--- src/rtl/conv_drv_pkg.sv ---
// Shared types and constants for the convolution tile driver.
// Optional engine-timeout logic is enabled with the CONV_DRV_TIMEOUT_EN macro.
package conv_drv_pkg;

    localparam int N_W   = 9;
    localparam int N_IN  = 16;
    localparam int N_OUT = 4;
    localparam int CNT_W = 5;

    typedef logic [CNT_W-1:0] cnt_t;
    typedef logic [7:0]       byte_t;

    typedef enum logic [2:0] {
        S_IDLE    = 3'd0,
        S_LOAD_W  = 3'd1,
        S_LOAD_IN = 3'd2,
        S_ENG_WL  = 3'd3,
        S_START   = 3'd4,
        S_WAIT    = 3'd5,
        S_DRAIN   = 3'd6
    } state_t;

endpackage

--- src/rtl/conv_tile_driver_if.sv ---
// Byte-stream bundle between the tile-fetch side and the driver: input tile bytes
// in, result bytes out. The master modport is the host view, slave is the driver.
interface conv_tile_driver_if;
    import conv_drv_pkg::*;

    // Both channels: a byte transfers on a clock edge where valid && ready are high;
    // the producer keeps valid and payload stable until then and never waits for ready.
    logic  s_valid;
    logic  s_ready;
    byte_t s_data;
    logic  frame_wload;
    logic  m_valid;
    logic  m_ready;
    byte_t m_data;
    logic  m_last;

    modport master (
        output s_valid, s_data, frame_wload, m_ready,
        input  s_ready, m_valid, m_data, m_last
    );

    modport slave (
        input  s_valid, s_data, frame_wload, m_ready,
        output s_ready, m_valid, m_data, m_last
    );

endinterface

--- src/rtl/conv_drv_outser.sv ---
// Result register and 4-byte valid/ready serializer; out_11 goes first and
// m_last marks out_22. empty_done pulses on the final byte's handshake.
module conv_drv_outser
    import conv_drv_pkg::*;
(
    input  logic        clk,
    input  logic        rst,
    input  logic        load,
    input  logic [31:0] data,
    input  logic        m_ready,
    output logic        m_valid,
    output byte_t       m_data,
    output logic        m_last,
    output logic        empty_done
);

    logic [31:0] res_q;
    logic [1:0]  idx_q;
    logic        valid_q;
    logic        fire;

    assign fire       = valid_q && m_ready;
    assign m_last     = valid_q && (idx_q == 2'(N_OUT - 1));
    assign empty_done = fire && m_last;
    assign m_valid    = valid_q;
    assign m_data     = valid_q ? res_q[{idx_q, 3'b000} +: 8] : '0;

    // idx_q wraps back to 0 after the last byte, ready for the next load.
    always_ff @(posedge clk or negedge rst) begin
        if (!rst) begin
            res_q   <= '0;
            idx_q   <= '0;
            valid_q <= 1'b0;
        end else if (load) begin
            res_q   <= data;
            idx_q   <= '0;
            valid_q <= 1'b1;
        end else if (fire) begin
            idx_q <= idx_q + 2'd1;
            if (empty_done) valid_q <= 1'b0;
        end
    end

endmodule

--- src/rtl/conv_tile_driver.sv ---
// Host-side driver for the 2x2-output convolution engine: loads weights/pixels,
// sequences weight_load/start/done, streams the four results. Macro: CONV_DRV_TIMEOUT_EN.
module conv_tile_driver
    import conv_drv_pkg::*;
#(
    parameter int unsigned TIMEOUT_CYCLES = 255
)(
    input  logic                 clk,
    input  logic                 rst,
    conv_tile_driver_if.slave    bus,
    output logic                 eng_weight_load,
    output logic [8*N_W-1:0]     eng_w,
    output logic [8*N_IN-1:0]    eng_in,
    output logic                 eng_start,
    input  logic                 eng_done,
    input  logic [8*N_OUT-1:0]   eng_out,
    output logic                 busy,
    output logic                 err_timeout,
    output state_t               state_dbg
);

    if (TIMEOUT_CYCLES < 1 || TIMEOUT_CYCLES > 65535) begin : g_bad_timeout
        $error("TIMEOUT_CYCLES must be within 1..65535");
    end

    state_t      state_q, state_d;
    cnt_t        cnt_q, cnt_d;
    cnt_t        wr_idx;
    logic        run_q;
    logic        s_fire, w_wr, in_wr;
    logic        res_load, tmo_hit, drain_done;
    logic [31:0] res_data;

    // run_q keeps s_ready low while reset is held and for the edge that releases it.
    always_ff @(posedge clk or negedge rst) begin
        if (!rst) run_q <= 1'b0;
        else      run_q <= 1'b1;
    end

    assign bus.s_ready = run_q && (state_q inside {S_IDLE, S_LOAD_W, S_LOAD_IN});
    assign s_fire      = bus.s_valid && bus.s_ready;
    assign wr_idx      = (state_q == S_IDLE) ? '0 : cnt_q;
    assign w_wr  = s_fire && ((state_q == S_LOAD_W)  || (state_q == S_IDLE &&  bus.frame_wload));
    assign in_wr = s_fire && ((state_q == S_LOAD_IN) || (state_q == S_IDLE && !bus.frame_wload));

    always_comb begin
        state_d  = state_q;
        cnt_d    = cnt_q;
        res_load = 1'b0;
        res_data = eng_out;
        case (state_q)
            S_IDLE: if (s_fire) begin
                state_d = bus.frame_wload ? S_LOAD_W : S_LOAD_IN;
                cnt_d   = cnt_t'(1);
            end
            S_LOAD_W: if (s_fire) begin
                if (cnt_q == cnt_t'(N_W - 1)) begin
                    state_d = S_ENG_WL;
                    cnt_d   = '0;
                end else begin
                    cnt_d = cnt_q + cnt_t'(1);
                end
            end
            S_ENG_WL: begin
                state_d = S_LOAD_IN;
                cnt_d   = '0;
            end
            S_LOAD_IN: if (s_fire) begin
                if (cnt_q == cnt_t'(N_IN - 1)) begin
                    state_d = S_START;
                    cnt_d   = '0;
                end else begin
                    cnt_d = cnt_q + cnt_t'(1);
                end
            end
            S_START: state_d = S_WAIT;
            // A done arriving on the expiry cycle takes priority over the timeout.
            S_WAIT: begin
                if (eng_done) begin
                    res_load = 1'b1;
                    state_d  = S_DRAIN;
                end else if (tmo_hit) begin
                    res_load = 1'b1;
                    res_data = '0;
                    state_d  = S_DRAIN;
                end
            end
            S_DRAIN: if (drain_done) state_d = S_IDLE;
            default: state_d = S_IDLE;
        endcase
    end

    always_ff @(posedge clk or negedge rst) begin
        if (!rst) begin
            state_q <= S_IDLE;
            cnt_q   <= '0;
            eng_w   <= '0;
            eng_in  <= '0;
        end else begin
            state_q <= state_d;
            cnt_q   <= cnt_d;
            for (int i = 0; i < N_W; i++)
                if (w_wr && wr_idx == cnt_t'(i)) eng_w[i*8 +: 8] <= bus.s_data;
            for (int i = 0; i < N_IN; i++)
                if (in_wr && wr_idx == cnt_t'(i)) eng_in[i*8 +: 8] <= bus.s_data;
        end
    end

`ifdef CONV_DRV_TIMEOUT_EN
    logic [15:0] wait_cnt_q;
    logic        err_q;

    assign tmo_hit = (state_q == S_WAIT) && !eng_done &&
                     (wait_cnt_q == 16'(TIMEOUT_CYCLES - 1));

    always_ff @(posedge clk or negedge rst) begin
        if (!rst) begin
            wait_cnt_q <= '0;
            err_q      <= 1'b0;
        end else begin
            wait_cnt_q <= (state_q == S_WAIT) ? wait_cnt_q + 16'd1 : '0;
            if (tmo_hit) err_q <= 1'b1;
        end
    end

    assign err_timeout = err_q;
`else
    assign tmo_hit     = 1'b0;
    assign err_timeout = 1'b0;
`endif

    conv_drv_outser u_outser (
        .clk        (clk),
        .rst        (rst),
        .load       (res_load),
        .data       (res_data),
        .m_ready    (bus.m_ready),
        .m_valid    (bus.m_valid),
        .m_data     (bus.m_data),
        .m_last     (bus.m_last),
        .empty_done (drain_done)
    );

    assign eng_weight_load = (state_q == S_ENG_WL);
    assign eng_start       = (state_q == S_START);
    assign busy            = (state_q != S_IDLE);
    assign state_dbg       = state_q;

endmodule

--- src/flat_wrapper.sv ---
// flat-port wrapper written by rule: the top's interface ports become plain ports
module conv_tile_driver_flat import conv_drv_pkg::*;
#(
    parameter int unsigned TIMEOUT_CYCLES = 255
)
  (clk, rst, eng_weight_load, eng_w, eng_in, eng_start, eng_done, eng_out, busy, err_timeout, state_dbg, bus_s_valid, bus_s_data, bus_frame_wload, bus_m_ready, bus_s_ready, bus_m_valid, bus_m_data, bus_m_last);
  conv_tile_driver_if bus_i ();
  input  logic clk;
  input  logic rst;
  output logic eng_weight_load;
  output logic [8*N_W-1:0] eng_w;
  output logic [8*N_IN-1:0] eng_in;
  output logic eng_start;
  input  logic eng_done;
  input  logic [8*N_OUT-1:0] eng_out;
  output logic busy;
  output logic err_timeout;
  output state_t state_dbg;
  input wire logic [$bits(bus_i.s_valid)-1:0] bus_s_valid;
  input wire logic [$bits(bus_i.s_data)-1:0] bus_s_data;
  input wire logic [$bits(bus_i.frame_wload)-1:0] bus_frame_wload;
  input wire logic [$bits(bus_i.m_ready)-1:0] bus_m_ready;
  output wire logic [$bits(bus_i.s_ready)-1:0] bus_s_ready;
  output wire logic [$bits(bus_i.m_valid)-1:0] bus_m_valid;
  output wire logic [$bits(bus_i.m_data)-1:0] bus_m_data;
  output wire logic [$bits(bus_i.m_last)-1:0] bus_m_last;
  assign bus_i.s_valid = bus_s_valid;
  assign bus_i.s_data = bus_s_data;
  assign bus_i.frame_wload = bus_frame_wload;
  assign bus_i.m_ready = bus_m_ready;
  assign bus_s_ready = bus_i.s_ready;
  assign bus_m_valid = bus_i.m_valid;
  assign bus_m_data = bus_i.m_data;
  assign bus_m_last = bus_i.m_last;
  conv_tile_driver #(.TIMEOUT_CYCLES(TIMEOUT_CYCLES)) u_core (.clk(clk), .rst(rst), .bus(bus_i), .eng_weight_load(eng_weight_load), .eng_w(eng_w), .eng_in(eng_in), .eng_start(eng_start), .eng_done(eng_done), .eng_out(eng_out), .busy(busy), .err_timeout(err_timeout), .state_dbg(state_dbg));
endmodule
--- config.mk ---
export PLATFORM = sky130hd
export DESIGN_NAME = conv_tile_driver_flat
export DESIGN_NICKNAME = d
export VERILOG_FILES = /design/src/rtl/conv_drv_pkg.sv /design/src/rtl/conv_tile_driver_if.sv /design/src/rtl/conv_drv_outser.sv /design/src/rtl/conv_tile_driver.sv /design/src/flat_wrapper.sv
export SDC_FILE = /design/constraint.sdc
export NUM_CORES = 1
export LEC_CHECK = 0
export BUFFER_PORTS_ARGS = -buffer_cell sky130_fd_sc_hd__buf_2
export CORE_MARGIN = 8
export CORE_UTILIZATION = 55
export CTS_CLUSTER_DIAMETER = 30
export DETAILED_ROUTE_END_ITERATION = 8
export PLACE_DENSITY = 0.85
export SYNTH_ARGS = -nofsm -noshare
export SYNTH_HDL_FRONTEND = slang
export SYNTH_SLANG_ARGS = --single-unit
export TNS_END_PERCENT = 100
--- constraint.sdc ---
create_clock -name clk -period 5.7 [get_ports clk]
set_input_delay 0.57 -clock clk [delete_from_list [all_inputs] [get_ports clk]]
set_output_delay 0.57 -clock clk [all_outputs]
set_load 0.02 [all_outputs]
==> metrics.md, run 1 <==
| Metric | Value |
|---|---|
| Die width | roughly 150 µm |
| WS Path Type | flip-flop to flip-flop |
| Vias | about 6500 |
| #FFs+latches synth | 244 |
| Most frequent cells after synthesis | 244 x dfrtp_1, 217 x mux2_2, 22 x clkbuf_1 |
| Post-Route M1 WL | between 10000 and 15000 µm |
| Final hold vios | 0 |
| PortBufs | between 200 and 300 |
| First-pass GRT wire length | about 40000 µm |
| Post-detail-place hpwl | between 15000 and 20000 µm |
| Clock sinks | between 200 and 250 |
| Post-CTS setup buffers | 0 |
| Slew Viols, Final | 0 |
| Number of DRC markers in iteration 0 | roughly 250 |
| Final core occ | 71.62% |
| Max-cap violation count | 0 |
| Top_reg_cell synth | dfrtp_1 |
| Routed length per placed instance | roughly 22 µm |
| Met3 wire length | roughly 1800 µm |
| Reg-to-reg critical path endpoint | u_core.eng_in[5]$_DFFE_PN0P_ |
| Hold WC Path Type | input port to asynchronous set/reset pin |
| Post-synth EDFFs | 0 |
| DRC errors left | 0 |
| Clock Path Buffers | 3 |
| Clock insertion delay at the later pin of the skew report | roughly 0.50 ns |
| Synth Area per Inst | around 16 µm² |
| Final worst-path cycle share | roughly 53% |
| Area Growth Syn to Fin | 27.56% |
| GP Congestion | between 0.8 and 0.9 |
| Critical Path RT | a little over 6 ns |
| Reg2Reg Setup Slack | 2.70 ns |
| Via-to-Cell Ratio | between 5 and 6 |
| Die height | about 150 µm |
| Status | complete, no violations |
| Area leader, netlist | dfrtp_1 |
| Yosys warns | 0 |
| Core area | about 0.018 mm² |
| FP Rows | 49 |
| Actual slew at the worst max-slew pin | ~1.2 ns |
| Tot GR Track Use | roughly 23% |
| R2R Path Start | u_core.state_dbg[0]$_DFFE_PN0P_ |
| Die area | roughly 0.023 mm² |
| Post-synth top area share | approximately three fifths |
| Vias in the first global route | roughly 7100 |
| PostCTS Resize Cnt | 0 |
| Top Ports | 264 |
| Inserted Diodes | 0 |
| Async SR Flop Fraction | 100.0% |
| Syn nets | 697 |
| Max Clock Skew | 0.01552 ns |
| Setup TNS | 0 ns |
| Kind of end point of the critical path | flip-flop |
| Highest clock rate | 333.8 MHz |
| Peak VDD IR | around 0.00046 V |
| CTS tree | yes |
| Highest routed layer | met4 |
| Synthesized cell area | slightly above 0.01 mm² |
| Clk root buf | clkbuf_16 |
| Library cells used by synthesis | 50 |
| RSZ-0062 raised after global routing | no |
| Reg clk slew, reported paths | 0.06 ns |
| WL final | between 20000 and 30000 µm |
| Starting Density | around 56% |
| Hold_buf cts | 0 |
| CTS buffer count | 40 |
| R2R cell count | 4 |
| Router iterations before antenna repair | 4 |
| Cell Pwr Density | between 500 and 600 mW/mm² |
| Mapped Cells | ~650 |
| Critical Path AT | 3.37 ns |
| Critical path startpoint category | flip-flop |
| Area contributors post-synth | dfrtp_1 61%, mux2_2 24%, mux2_4 2.4% |
| Nets | ~970 |
| Initial antenna violation count | 0 |
| Pleak | ~7.0 nW |
| Number of H-tree levels | 2 |
| Register area share after synthesis | slightly above 60% |
| Final setup fails | 0 |
| Slew margin rel. | 18.78% |
| Count leader, synth | dfrtp_1 |
| Pin count of the biggest net entering global routing | approximately 140 |
| Aggregate global routing overflow | 0 |
| Tmin final | about 3 ns |
| Critical path peak fanout | 18 |
| Fraction of layout cells with a size suffix above 1 | 63.67% |
| DRT antenna net count | 0 |
| Met2 wire len | ~12000 µm |
==> kinds of logic after synthesis <==
logic type | after synthesis | share of synthesized area, %
flops | 244 | 60.54
mux | 241 | 28.40
simple gates | 87 | 6.699
buf+inv | 45 | 2.072
compound gates | 21 | 1.513
fa+ha+maj | 5 | 0.6203
other cells | 2 | 0.07446
xor+xnor | 1 | 0.08685
==> per-stage QoR <==
step | power (mW) | setup WS (ns) | instances | instance area, µm² | hold WS [ns]
global route | 6.876 | 2.400 | 1173 | 12870 | 0.1853
finish | 6.564 | 2.705 | 1173 | 12870 | 0.1185
detailed placement | 4.259 | 2.656 | 1101 | 11540 | 0.4899
floorplan | 3.632 | 3.555 | 646 | 10090 | 0.2744
CTS | 6.630 | 2.654 | 1173 | 12870 | 0.1403
global placement | 4.191 | 2.733 | 1101 | 11540 | 0.4824
==> power by group <==
part	total [mW]	leakage [nW]	internal (mW)	switching, mW
Sequential	2.49	3.28	2.14	0.341
Combinational	1.74	3.05	0.751	0.990
Clock	2.34	0.649	1.51	0.829
Total	6.56	6.99	4.40	2.16
==> area by class of cell <==
type                       instances  area [µm²]
timing repair buffer             264        1349
multi-input combinational        357        3771
fill                            1200        5097
clock buffer                      50        1090
clock inverter                    22       235.2
inverter                           7       28.78
sequential                       244        6106
tap                              229       286.5
==> per-layer routing <==
metal	vias up	GRT usage [%]
li1	2867	-
met1	3329	29.51
met2	233	36.69
met3	41	5.049
met4	0	7.818
met5	-	0
==> placed cells by master (no fill, tap or decap), types with 5 or more instances in the layout <==
| master | n |
|---|---|
| and2_1 | 10 |
| buf_2 | 261 |
| clkbuf_1 | 6 |
| clkbuf_16 | 41 |
| clkinv_2 | 5 |
| dfrtp_1 | 244 |
| ha_1 | 5 |
| inv_1 | 6 |
| inv_6 | 8 |
| mux2_2 | 217 |
| mux2_4 | 16 |
| mux4_2 | 8 |
| nand2_1 | 9 |
| nand3_1 | 7 |
| nor2_1 | 8 |
| nor2_2 | 7 |
| nor3_4 | 13 |
==> critical path, stage by stage (launching register included) <==
cell     delay [ns]
dfrtp_1        0.58
nor2_1         0.26
nand3_1        0.84
or3_1          0.84
mux2_2         0.34
==> state kept, by name, summed over array words and instances (netlist names) <==
register and flops:
u_core.eng_in 128, u_core.eng_w 72, u_core.u_outser.res_q 32, u_core.cnt_q 5, u_core.state_dbg 3, u_core.u_outser.idx_q 2
u_core.run_q 1, u_core.u_outser.m_valid 1
==> worst max path at each step <==
stage / to / cells after the start / slack, ns / startpoint
floorplan: bus_m_data[0] / 3 / 3.56 / u_core.u_outser.idx_q[0]$_DFFE_PN0P_
global placement: u_core.eng_in[1]$_DFFE_PN0P_ / 5 / 2.73 / bus_s_valid
detailed placement: u_core.eng_in[1]$_DFFE_PN0P_ / 5 / 2.66 / bus_s_valid
CTS: u_core.eng_in[2]$_DFFE_PN0P_ / 4 / 2.65 / u_core.state_dbg[0]$_DFFE_PN0P_
global route: u_core.eng_in[67]$_DFFE_PN0P_ / 4 / 2.40 / u_core.state_dbg[0]$_DFFE_PN0P_
finish: u_core.eng_in[5]$_DFFE_PN0P_ / 4 / 2.70 / u_core.state_dbg[0]$_DFFE_PN0P_
Power figures use the tool's default switching activity.
==> run 2, diff against run 1 <==
--- a/config.mk
+++ b/config.mk
@@ -5,12 +5,13 @@
 export SDC_FILE = /design/constraint.sdc
 export NUM_CORES = 1
 export LEC_CHECK = 0
+export ABC_AREA = 1
 export BUFFER_PORTS_ARGS = -buffer_cell sky130_fd_sc_hd__buf_2
 export CORE_MARGIN = 8
-export CORE_UTILIZATION = 55
+export CORE_UTILIZATION = 53
 export CTS_CLUSTER_DIAMETER = 30
 export DETAILED_ROUTE_END_ITERATION = 8
-export PLACE_DENSITY = 0.85
+export PLACE_DENSITY = 0.82
 export SYNTH_ARGS = -nofsm -noshare
 export SYNTH_HDL_FRONTEND = slang
 export SYNTH_SLANG_ARGS = --single-unit
==> constraint.sdc (replaced) <==
create_clock -name clk -period 2.8 [get_ports clk]
set_input_delay 0.28 -clock clk [delete_from_list [all_inputs] [get_ports clk]]
set_output_delay 0.28 -clock clk [all_outputs]
set_load 0.02 [all_outputs]
==> run 2 against run 1 <==
Net effect:
- critical path depth unchanged
- synthesized area up 4.6%
- setup slack got worse by 2.3 ns
- combinational power increased to 2.5 times the previous value
- power increased by 130%
- sequential power up 100%
- critical endpoint is now bus_m_data[7]
==> metrics.md, run 2 <==
| Metric | Value |
|---|---|
| Most common cell after layout, fill and taps aside | nand2_1 |
| Post-synth EDFFs | 0 (unchanged) |
| Highest clock rate | between 400 and 500 MHz |
| Starting Density | 54.02% (-2.1 points) |
| Final setup fails | 0 (unchanged) |
| Routed length per placed instance | 18.80 µm (-15%) |
| Kind of end point of the critical path | output port |
| WL final | 34400 µm (+33%) |
| Cell Pwr Density | 1068 mW/mm² (+110%) |
| Area Growth Syn to Fin | 31.21% |
| Top Ports | 264 (unchanged) |
| Vias | 10093 (+56%) |
| Register area share after synthesis | 57.89% (-2.6 points) |
| CTS tree | yes |
| Critical path startpoint category | flip-flop |
| DRT antenna net count | 0 (unchanged) |
| Library cells used by synthesis | 27 (-46%) |
| Status | complete, no violations |
| Most frequent cells after synthesis | 538 x nand2_1, 244 x dfrtp_1, 166 x nand3_1 |
| Hold WC Path Type | input port to flip-flop |
| Inserted Diodes | 0 (unchanged) |
| Fillers | 1432 (+19%) |
| Tot GR Track Use | 28.02% (+5.4 points) |
| Most frequent cells in the layout | 538 x nand2_1, 261 x buf_2, 244 x dfrtp_1 |
| Peak VDD IR | 0.0006787 V (+47%) |
| Post-detail-place hpwl | 21480 µm (+22%) |
| Largest register FFs | 128 (unchanged) |
| Fraction of layout cells with a size suffix above 1 | 25.30% (-38 points) |
| Core area | 0.01953 mm² (+8.7%) |
| Post-route non-filler standard cell count | 1830 (+56%) |
| Critical Path RT | 2.52 ns (-3.56 ns) |
| Nets | 1583 (+64%) |
| Largest registers | u_core.eng_in (128), u_core.eng_w (72), u_core.u_outser.res_q (32) |
| Placed insts | 1721 (+56%) |
| First-pass GRT wire length | 54210 µm (+34%) |
| Die area | 0.02467 mm² (+7.6%) |
| Max Clock Skew | 0.02169 ns (+0.006176 ns) |
| Yosys warns | 0 (unchanged) |
| PortBufs | 262 (unchanged) |
| Reg clk slew, reported paths | 0.05 ns (about the same) |
| Router iterations before antenna repair | 6 (+2) |
| Area leader, netlist | dfrtp_1 |
| GP Congestion | 0.9326 (+15%) |
| Setup TNS | 0 ns (unchanged) |
| Final worst-path cycle share | between 80% and 90% |
| Post-CTS setup buffers | 0 (unchanged) |
| Synthesized cell area | 0.01055 mm² (+4.6%) |
| WS Path Type | flip-flop to output port |
| RSZ-0062 raised after global routing | no |
| Via-to-Cell Ratio | 5.515 (about the same) |
| Tmin final | around 2.4 ns |
| Synth Area per Inst | 8.513 µm² (-45%) |
| Pin count of the biggest net entering global routing | 76 (-44%) |
| Clk root buf | clkbuf_16 |
| Mapped Cells | 1239 (+92%) |
| #FFs+latches synth | 244 (unchanged) |
| Actual slew at the worst max-slew pin | 0.7607 ns (-0.4542 ns) |
| Final hold vios | 0 (unchanged) |
| CTS buffer count | 43 (+7.5%) |
| FP Rows | 51 (+4.1%) |
| Top_reg_cell synth | dfrtp_1 |
| Syn nets | 1290 (+85%) |
| Critical path peak fanout | 16 (-2) |
| Slew margin rel. | 49.29% (+31 points) |
| Clock insertion delay at the later pin of the skew report | 0.53 ns (+0.03 ns) |
| Post-synth top area share | 57.89% (-2.6 points) |
| Number of H-tree levels | 2 (unchanged) |
| DRC errors left | 0 (unchanged) |
| Area contributors post-synth | dfrtp_1 58%, nand2_1 19%, nand3_1 7.9% |
| Top reg by flops | u_core.eng_in |
| Async SR Flop Fraction | 100.0% (unchanged) |
| Aggregate global routing overflow | 0 (unchanged) |
| Slew Viols, Final | 0 (unchanged) |
| Clock sinks | 244 (unchanged) |
| Max-cap violation count | 0 (unchanged) |
| Die width | 157.1 µm (+3.7%) |
| Initial antenna violation count | 0 (unchanged) |
| Critical Path AT | 2.16 ns (-1.21 ns) |
| Number of DRC markers in iteration 0 | 938 (+280%) |
| Die height | 157.1 µm (+3.7%) |
| Clock Path Buffers | 3 (unchanged) |
| Vias in the first global route | 9815 (+38%) |
| Pleak | 8.026 nW (+15%) |
| Count leader, synth | nand2_1 |
-- run 2: final timing paths --
path                       slack (ns)                            startpoint  cells past startpoint                                    end
max in group asynchronous        1.55                                   rst                      3          u_core.eng_in[19]$_DFFE_PN0P_
setup / recovery                 0.36  u_core.u_outser.idx_q[0]$_DFFE_PN0P_                      4                          bus_m_data[7]
min in group asynchronous        0.31                                   rst                      2  u_core.u_outser.res_q[19]$_DFFE_PN0P_
hold / removal                   0.02                           eng_out[13]                      3  u_core.u_outser.res_q[13]$_DFFE_PN0P_
setup reg to reg                 0.41       u_core.state_dbg[2]$_DFFE_PN0P_                      7          u_core.eng_in[83]$_DFFE_PN0P_
hold reg to reg                  0.46         u_core.eng_in[28]$_DFFE_PN0P_                      2          u_core.eng_in[28]$_DFFE_PN0P_
-- run 2: timing repair --
action | CTS | global route
hold buffers | 31 | 0
hold endpoints to repair | 102 | 0
resized for setup | 0 | 0
-- run 2: critical path, cell delays in order (launching register included) --
cell     delay (ns)
dfrtp_1        0.53
inv_1          0.42
o21ai_0        0.24
a21oi_1        0.26
buf_2          0.21
-- run 2: layout make-up --
type / count / area [µm²] / area share [%]
clock buffer: 51 / 1166 / 8.426
clock inverter: 27 / 327.8 / 2.369
inverter: 44 / 165.2 / 1.193
multi-input combinational: 887 / 3906 / 28.23
sequential: 244 / 6106 / 44.12
tap: 265 / 331.6 / 2.396
timing repair buffer: 312 / 1837 / 13.27
-- run 2: logic make-up after synthesis --
logic type	share of synthesized area (%)
multiplexers	0.1068
buffers and inverters	5.101
XOR/XNOR	0.1661
other	0.07120
AND/OR/NAND/NOR	33.32
AO/OA/AOI/OAI	2.752
flip-flops	57.89
adder cells (fa/ha/maj)	0.5931
-- run 2: through the flow --
step                util, %  total power, mW  hold slack, ns  area [µm²]  setup slack (ns)
finish                70.88            14.77         0.01864       13840            0.3571
global route          70.88            15.50        0.007131       13840           0.08068
CTS                   70.88            14.70        0.003450       13840            0.4524
detailed placement    61.64            9.288          0.3001       12040            0.4785
global placement      61.64            9.182          0.3002       12040            0.6238
floorplan                 -            7.852        -0.01559       10550             1.019
-- run 2: metal layers --
metal	share of wire, %	vias to the layer above	routed length, µm	track usage, %
met5	0	-	0	0
met4	4.8	0	1638	14.23
met3	9.0	125	3099	5.703
met2	47	594	16330	45.38
met1	39	4804	13330	35.25
li1	-	4570	-	-
-- run 2: power by group --
group	internal (mW)	switching, mW
Clock	3.53	1.79
Sequential	4.41	0.681
Combinational	1.29	3.07
